## config.mk

```make
export PLATFORM = sky130hd
export DESIGN_NAME = pulse_train_gen
export DESIGN_NICKNAME = d
export VERILOG_FILES = /design/src/rtl/pulse_train_pkg.sv /design/src/rtl/pulse_train_phase_counter.sv /design/src/rtl/pulse_train_gen.sv
export SDC_FILE = /design/constraint.sdc
export NUM_CORES = 1
export LEC_CHECK = 0
export CORE_ASPECT_RATIO = 1.2
export CORE_MARGIN = 3
export CORE_UTILIZATION = 51
export DETAILED_ROUTE_END_ITERATION = 10
export HOLD_SLACK_MARGIN = 0.05
export PLACE_DENSITY = 0.83
export SLEW_MARGIN = 10
export SYNTH_ARGS = -nofsm -noshare
export SYNTH_HDL_FRONTEND = slang
export SYNTH_HIERARCHICAL = 1
export SYNTH_SLANG_ARGS = --single-unit
```

## constraint.sdc

```tcl
create_clock -name clk -period 3 [get_ports clk]
set_input_delay 0.6 -clock clk [delete_from_list [all_inputs] [get_ports clk]]
set_output_delay 0.6 -clock clk [all_outputs]
set_load 0.02 [all_outputs]
```

## src/rtl/pulse_train_pkg.sv

```systemverilog
// Shared types and default widths for the pulse train generator.
package pulse_train_pkg;
    localparam int DEF_CNT_W = 16;
    localparam int DEF_NUM_W = 8;

    typedef enum logic [1:0] {
        IDLE = 2'd0,
        HIGH = 2'd1,
        LOW  = 2'd2
    } state_t;
endpackage

```

## src/rtl/pulse_train_phase_counter.sv

```systemverilog
// Down-counter for one high or low phase; `zero` is registered and tracks cnt == 0.
module phase_counter #(
    parameter int CNT_W = 16
) (
    input  logic             clk,
    input  logic             rst,
    input  logic             load,
    input  logic             en,
    input  logic [CNT_W-1:0] load_val,
    output logic             zero
);
    logic [CNT_W-1:0] cnt;

    always_ff @(posedge clk) begin
        if (rst) begin
            cnt  <= '0;
            zero <= 1'b1;
        end else if (load) begin
            cnt  <= load_val;
            zero <= (load_val == '0);
        end else if (en && cnt != '0) begin
            // Saturates at zero: a phase never wraps around.
            cnt  <= cnt - CNT_W'(1);
            zero <= (cnt == CNT_W'(1));
        end
    end
endmodule

```

## src/rtl/pulse_train_gen.sv

```systemverilog
// Generates `count` pulses of high_len/low_len cycles after a one-cycle start.
module pulse_train_gen
    import pulse_train_pkg::*;
#(
    parameter int CNT_W = DEF_CNT_W,
    parameter int NUM_W = DEF_NUM_W
) (
    input  logic             clk,
    input  logic             rst,
    input  logic             start,
    input  logic             abort,
    input  logic [CNT_W-1:0] high_len,
    input  logic [CNT_W-1:0] low_len,
    input  logic [NUM_W-1:0] count,
    output logic             signal_out,
    output logic             busy,
    output logic             done,
    output logic [NUM_W-1:0] remaining
);
    state_t           state;
    logic [CNT_W-1:0] h_q, l_q;
    logic [CNT_W-1:0] h_eff, l_eff;
    logic             accept;
    logic             zero;
    logic             cnt_load;
    logic [CNT_W-1:0] cnt_val;

    // Zero-length phases are stretched to one cycle.
    assign h_eff  = (high_len == '0) ? CNT_W'(1) : high_len;
    assign l_eff  = (low_len == '0) ? CNT_W'(1) : low_len;
    assign accept = (state == IDLE) && start && !abort;

    always_comb begin
        cnt_load = 1'b0;
        cnt_val  = '0;
        case (state)
            IDLE: if (accept) begin
                cnt_load = 1'b1;
                cnt_val  = h_eff - CNT_W'(1);
            end
            HIGH: if (!abort && zero) begin
                cnt_load = 1'b1;
                cnt_val  = l_q - CNT_W'(1);
            end
            LOW: if (!abort && zero && remaining != '0) begin
                cnt_load = 1'b1;
                cnt_val  = h_q - CNT_W'(1);
            end
            default: ;
        endcase
    end

    phase_counter #(.CNT_W(CNT_W)) u_phase (
        .clk      (clk),
        .rst      (rst),
        .load     (cnt_load),
        .en       (state != IDLE),
        .load_val (cnt_val),
        .zero     (zero)
    );

    always_ff @(posedge clk) begin
        if (rst) begin
            state      <= IDLE;
            h_q        <= '0;
            l_q        <= '0;
            signal_out <= 1'b0;
            busy       <= 1'b0;
            done       <= 1'b0;
            remaining  <= '0;
        end else begin
            done <= 1'b0;
            case (state)
                IDLE: if (accept) begin
                    h_q <= h_eff;
                    l_q <= l_eff;
                    if (count == '0) begin
                        done <= 1'b1;
                    end else begin
                        state      <= HIGH;
                        signal_out <= 1'b1;
                        busy       <= 1'b1;
                        remaining  <= count - NUM_W'(1);
                    end
                end
                HIGH: if (abort) begin
                    state      <= IDLE;
                    signal_out <= 1'b0;
                    busy       <= 1'b0;
                    remaining  <= '0;
                end else if (zero) begin
                    state      <= LOW;
                    signal_out <= 1'b0;
                end
                LOW: if (abort) begin
                    state      <= IDLE;
                    busy       <= 1'b0;
                    remaining  <= '0;
                end else if (zero) begin
                    if (remaining != '0) begin
                        state      <= HIGH;
                        signal_out <= 1'b1;
                        remaining  <= remaining - NUM_W'(1);
                    end else begin
                        // Trailing low phase finished: train complete.
                        state <= IDLE;
                        busy  <= 1'b0;
                        done  <= 1'b1;
                    end
                end
                default: begin
                    state      <= IDLE;
                    signal_out <= 1'b0;
                    busy       <= 1'b0;
                    remaining  <= '0;
                end
            endcase
        end
    end
endmodule
```

==> results of run 1 <==
per-layer routing:
metal,vias to the layer above,part of all wire [%],GRT usage [%]
met5,-,0,0
met4,0,2.4,12.0
met3,33,5.5,4.27
met2,174,51,48.6
met1,2220,41,31.9
li1,2271,-,-
repair_timing:
| item | in CTS | in global routing |
|---|---|---|
| pin swaps | 12 | 12 |
| cloned | 0 | 0 |
| setup buffers | 3 | 3 |
| hold endpoints to repair | 0 | 0 |
| endpoints found under the setup margin | 1 | 3 |
| resized for setup | 7 | 16 |
placed cells by master, fill, tap and decap left out, types with 6 or more instances in the layout:
| cell | synthesis | routed |
|---|---|---|
| a2111oi_0 | 6 | 6 |
| a21oi_1 | 44 | 44 |
| a22oi_1 | 7 | 7 |
| a311oi_1 | 6 | 6 |
| buf_4 | 1 | 58 |
| clkbuf_8 | 0 | 10 |
| clkdlybuf4s50_1 | 0 | 41 |
| dfxtp_1 | 62 | 62 |
| dlymetal6s2s_1 | 0 | 9 |
| ha_1 | 8 | 7 |
| inv_1 | 17 | 17 |
| nand2_1 | 92 | 92 |
| nand2b_1 | 6 | 6 |
| nand3_1 | 14 | 14 |
| nand4_1 | 6 | 6 |
| nor2_1 | 44 | 43 |
| nor3_1 | 15 | 14 |
| nor4_1 | 14 | 13 |
| o21ai_0 | 22 | 19 |
| o221ai_1 | 6 | 6 |
| o31a_1 | 6 | 6 |
| o31ai_1 | 6 | 6 |
| or3_1 | 6 | 6 |
| or4_1 | 8 | 8 |
| xnor2_1 | 26 | 26 |
| xor2_1 | 14 | 14 |
registers in the layout, indices dropped and copies added (netlist names):
register	count
remaining	8
state	2
done	1
h_q	16
signal_out	1
l_q	16
u_phase/cnt	16
busy	1
u_phase/zero	1
path summary, 6_finish.rpt:
check                                  from                         to  slack (ns)  depth (start not counted)
hold reg to reg           busy$_SDFFE_PP0P_          busy$_SDFFE_PP0P_        0.48                          2
setup reg to reg  remaining[0]$_SDFFE_PP0P_  u_phase/zero$_SDFFE_PP1P_        0.33                         11
setup / recovery               high_len[14]  u_phase/zero$_SDFFE_PP1P_        0.11                         13
hold / removal            busy$_SDFFE_PP0P_          busy$_SDFFE_PP0P_        0.48                          2
critical path: stages:
cell	delay, ns
clkbuf_2	0.09
or4_4	0.55
nor3b_4	0.24
a31oi_2	0.13
ha_2	0.21
nor3b_4	0.16
xor2_1	0.14
a22oi_1	0.17
o21ai_1	0.13
nor4_2	0.28
and3_1	0.20
a31oi_1	0.07
a22oi_1	0.18
cells by family after synthesis:
kind of cell | synth area share, %
mux | 0.230
simple gates | 32.3
compound gates | 24.2
fa+ha+maj | 2.30
flops | 28.5
buf+inv | 4.42
xor+xnor | 8.04
power groups by stage:
| stage | clock, uW | combinational [uW] | sequential, uW |
|---|---|---|---|
| 6_report | 625 | 1150 | 1030 |
| 5_1_grt | 662 | 1260 | 1050 |
| 4_1_cts | 628 | 1130 | 1030 |
| 3_5_place_dp | 0 | 1120 | 1050 |
| 3_3_place_gp | 0 | 1080 | 1040 |
| 2_1_floorplan | 0 | 730 | 1040 |
stage by stage:
step	cells	TNS, ns	power (uW)	util, %	hold slack (ns)
after floorplan	560	0	1770	-	0.449
after global placement	754	-2.28	2120	64.9	0.464
after detailed placement	754	-2.76	2160	64.9	0.469
after CTS	771	0	2790	67.1	0.479
after global routing	774	-0.00335	2970	67.7	0.502
final	774	0	2810	67.7	0.481
final cells by class:
cell class	count	area, sq um	area share (%)
clock buffer	12	145	2.61
multi-input combinational	453	2960	53.3
inverter	19	71.3	1.28
sequential	62	1240	22.4
tap	114	143	2.57
clock inverter	2	10.0	0.180
timing repair buffer	112	983	17.7
==> key figures, run 1 <==
Power and ir drop
  – VDD IR max: 0.000440 V
  – Clock share of power: 22.3%
  – Sw Ratio: 39.0%
  – Int Pwr: 1710 uW
  – Seq pwr share: 36.7%
  – Leakage: 0.00212 uW
  – Pwr/cell area: 506 mW/mm^2
  – Logic pwr share: 41.0%
  – NetSw: 1100 uW

Timing
  – Final Cycle Share: 96.2%
  – Final Hold Viols: 0
  – FMAX: 0.346 GHz
  – Worst Slack Setup Final: 0.113 ns
  – Slew at the pin closest to its max-slew limit: 0.731 ns
  – Final clock skew: 0.00695 ns
  – # setup viols final: 0
  – Slew Limit Fails: 0
  – Rel. slew slack: 51.1%
  – Period minus WS final: 2.89 ns

Finish
  – Layout cells sized above 1: 15.8%
  – Filler cell count: 696
  – Synthesis-to-finish area growth: 27.4%
  – Fin area: 0.00555 sq mm
  – Antenna Cells: 0
  – Nets@finish: 709

Yosys
  – Post-synth top area cell: dfxtp_1
  – Synth Instances: 560
  – Post-synthesis net count: 612
  – Most common flop cell mapped by yosys: dfxtp_1
  – Synth cell types: 76
  – Post-synthesis cell area: 0.00436 sq mm
  – Synth async-reset ratio: 0%
  – Post-synth EDFFs: 0
  – YS warnings: 6
  – Post-synth top cells: 92 x nand2_1, 62 x dfxtp_1, 44 x a21oi_1, 44 x nor2_1, 26 x xnor2_1
  – Synth area leaders: dfxtp_1 28%, nand2_1 7.9%, xnor2_1 5.2%, a21oi_1 5.1%, nor2_1 3.8%
  – Sequential cell area fraction in the yosys report: 28.5%
  – Most common cell in the netlist: nand2_1
  – Post-synthesis average cell area: 7.78 sq um
  – Register bit total from synthesis: 62
  – Synth top area share: 28.5%

Clock tree
  – H-tree Lvls: 3
  – Clk_lat worst skew: 0.35 ns
  – Clk buf depth: 2
  – CTS tree: yes
  – Clock Pin Slew Worst Setup and Hold Paths: 0.06 ns
  – Post-CTS Hold Buffers: 0
  – Root Driver: clkbuf_8
  – Sink Count: 62
  – CTS Buf Count: 9

Floorplan
  – Row cnt: 36
  – Core ar.: 0.00820 sq mm
  – Die span in y: 107 um
  – Initial Util: 53.2%
  – Chip Width: 90.4 um
  – Ports: 55
  – Die area: 0.00970 sq mm

Place
  – Setup WS pre-CTS: -0.571 ns
  – IO Port Bufs: 54
  – GP Congestion: 0.987
  – Area after DPL: 0.00532 sq mm
  – Hpwl dp: 9770 um

Global routing
  – First-pass GRT wire length: 21700 um
  – Remaining global-route overflow: 0
  – Largest net degree at the start of global routing: 37
  – Overall Global Routing Usage: 27.1%
  – Initial antenna violation count: 0
  – Number of global-route vias before repair: 4682

Routing
  – Starting DRT DRC Count: 427
  – Wire per inst: 16.9 um
  – DR DRC count: 0
  – Post-DRT Antenna Nets: 0
  – Routed via count: 4698
  – Drt pass-1 iters: 5
  – Vias/cell: 6.07
  – Routed WL: 13100 um

Worst setup path
  – Critical path required time: 3.27 ns
  – Critical path launch point type: input port
  – Setup crit end kind: flop
  – Worst EP arrival: 3.16 ns
  – Max FO, Critical Path: 4
  – Critical path class: in -> reg

Flow run
  – Max_cap viols: 0

Min path
  – Hold Path Class: reg -> reg

Status
  – Status: completed
No activity file was read; power rests on OpenSTA's default activity.
==> run 2, diff against run 1 <==
--- a/config.mk
+++ b/config.mk
@@ -5,12 +5,14 @@
 export SDC_FILE = /design/constraint.sdc
 export NUM_CORES = 1
 export LEC_CHECK = 0
+export ABC_CLOCK_PERIOD_IN_PS = 3000
 export CORE_ASPECT_RATIO = 1.2
 export CORE_MARGIN = 3
 export CORE_UTILIZATION = 51
 export DETAILED_ROUTE_END_ITERATION = 10
 export HOLD_SLACK_MARGIN = 0.05
 export PLACE_DENSITY = 0.83
+export RECOVER_POWER = 50
 export SLEW_MARGIN = 10
 export SYNTH_ARGS = -nofsm -noshare
 export SYNTH_HDL_FRONTEND = slang
==> key figures, run 2 (synthesized netlist as in run 1, its figures left out) <==
Finish
  – Layout cells sized above 1: 15.3% (-0.45 points)
  – Final std cells w/o fill: 774 (unchanged)
  – Most common cell after layout, fill and taps aside: nand2_1
  – Filler cell count: 697 (+0.14%)
  – Fin area: 0.00554 sq mm (-0.20%)
  – Synthesis-to-finish area growth: 27.1%
  – Nets@finish: 709 (unchanged)
  – Area of the multi-input gates: 0.00296 sq mm (unchanged)
  – Register Area: 0.00124 sq mm (unchanged)
  – Most frequent cells in the layout: 92 x nand2_1, 62 x dfxtp_1, 54 x buf_4
  – Antenna Cells: 0 (unchanged)
  – Biggest regs: h_q: 16 flops, l_q: 16 flops, u_phase/cnt: 16 flops

Flow run
  – Max_cap viols: 0 (unchanged)

Clock tree
  – Clk_lat worst skew: 0.35 ns (about the same)
  – Post-CTS Hold Buffers: 0 (unchanged)
  – CTS tree: yes
  – Sink Count: 62 (unchanged)
  – CTS Buf Count: 9 (unchanged)
  – H-tree Lvls: 3 (unchanged)
  – Clk buf depth: 2 (unchanged)
  – Root Driver: clkbuf_8
  – Clock Pin Slew Worst Setup and Hold Paths: 0.06 ns (about the same)

Timing
  – Final clock skew: 0.00714 ns (+0.000191 ns)
  – FMAX: 0.345 GHz (-0.44%)
  – Final Hold Viols: 0 (unchanged)
  – Rel. slew slack: 47.3% (-3.8 points)
  – Period minus WS final: 2.90 ns (+0.0127 ns)
  – Setup TNS: 0 ns (unchanged)
  – Worst Slack Setup Final: 0.100 ns (-0.0127 ns)
  – Slew Limit Fails: 0 (unchanged)
  – # setup viols final: 0 (unchanged)
  – Final Cycle Share: 96.7% (+0.42 points)
  – Slew at the pin closest to its max-slew limit: 0.791 ns (+0.0592 ns)

Worst setup path
  – Setup crit end kind: flop
  – Cell-by-cell trace of the critical path: clkbuf_2, or4_4, nor3b_4, a31oi_2, ha_2, nor3b_4, xor2_1, a22oi_1, o21ai_1, nor4_2, and3_1, a31oi_1, a22oi_1
  – Critical path launch point type: input port
  – Critical path class: in -> reg
  – Buf+Inv Stages, Crit Path: 1 (unchanged)
  – Critical path's top delay family: simple AND/OR/NAND/NOR gates
  – Max FO, Critical Path: 4 (unchanged)
  – Worst EP arrival: 3.18 ns (+0.02 ns)
  – CP max-delay cell: or4_4
  – Reg2Reg Setup Slack: 0.17 ns (-0.16 ns)
  – Critical path required time: 3.28 ns (about the same)
  – Crit-path max cell delay: 0.55 ns (about the same)

Place
  – Setup WS pre-CTS: -0.571 ns (unchanged)
  – IO Port Bufs: 54 (unchanged)
  – GP Congestion: 0.987 (unchanged)
  – Hpwl dp: 9770 um (unchanged)
  – Area after DPL: 0.00532 sq mm (unchanged)
  – Post-Place Cells: 754 (unchanged)

Status
  – Status: completed

Routing
  – Drt pass-1 iters: 5 (unchanged)
  – Routed WL: 13100 um (-0.13%)
  – Post-DRT Antenna Nets: 0 (unchanged)
  – Routed via count: 4709 (+0.23%)
  – Starting DRT DRC Count: 384 (-10%)
  – Vias/cell: 6.08 (+0.23%)
  – Wire per inst: 16.9 um (-0.13%)
  – DR DRC count: 0 (unchanged)

Floorplan
  – Chip Width: 90.4 um (unchanged)
  – Core ar.: 0.00820 sq mm (unchanged)
  – Initial Util: 53.2% (unchanged)
  – Ports: 55 (unchanged)
  – Row cnt: 36 (unchanged)
  – Die area: 0.00970 sq mm (unchanged)
  – Die span in y: 107 um (unchanged)

Global routing
  – GR peak layer: met2
  – GR Layer Usage met3: 4.27% (unchanged)
  – Initial antenna violation count: 0 (unchanged)
  – Largest net degree at the start of global routing: 37 (unchanged)
  – Number of global-route vias before repair: 4682 (unchanged)
  – First-pass GRT wire length: 21700 um (unchanged)
  – Remaining global-route overflow: 0 (unchanged)
  – Overall Global Routing Usage: 27.1% (unchanged)
  – Grt met1 use: 31.9% (unchanged)
  – Met2 GRT Util: 48.6% (unchanged)

Power and ir drop
  – Total power: 2800 uW (-0.32%)
  – Pwr/cell area: 505 mW/mm^2 (-0.12%)
  – Leakage: 0.00214 uW (+0.89%)
  – VDD IR max: 0.000437 V (-0.73%)

Min path
  – Hold Path Class: reg -> reg
## run 2: tightest hold or removal path, delay by kind of cell, from the launching register on
| kind | cells | cell delay (ns) |
|---|---|---|
| compound gates | 2 | 0.12 |
| flops | 1 | 0.30 |
## run 2: metrics by stage
stage / util [%] / hold WS (ns)
detailed placement: 64.9 / 0.469
CTS: 67.1 / 0.479
global placement: 64.9 / 0.464
finish: 67.6 / 0.479
global route: 67.6 / 0.502
floorplan: - / 0.449
## run 2: where the power goes
part | internal, uW | switching, uW | total [uW]
sequential | 913 | 118 | 1030
combinational | 480 | 663 | 1140
clock | 311 | 315 | 626
total | 1700 | 1100 | 2800
## run 2: repair_timing
item	in CTS	in global routing
setup buffers	3	3
endpoints found under the setup margin	1	3
resized for setup	7	16
cloned	0	0
pin swaps	12	12
## run 2: cell type report
class	instances	share of cell area (%)
multi-input cells	453	53.4
well taps	114	2.57
inverters	19	1.29
flip-flops and latches	62	22.4
repair buffers	112	17.5
clock inverters	2	0.181
clock buffers	12	2.62
## run 2: final timing paths
path / start / end / depth (start not counted)
worst max register to register: state[0]$_SDFFE_PP0P_ / u_phase/zero$_SDFFE_PP1P_ / 9
worst min register to register: busy$_SDFFE_PP0P_ / busy$_SDFFE_PP0P_ / 2
worst min-delay path: busy$_SDFFE_PP0P_ / busy$_SDFFE_PP0P_ / 2
worst max-delay path: high_len[14] / u_phase/zero$_SDFFE_PP1P_ / 13
## run 2: routing by layer
layer	vias up	wire, um
met5	-	0
met4	0	311
met3	33	819
met2	207	6620
met1	2198	5320
li1	2271	-
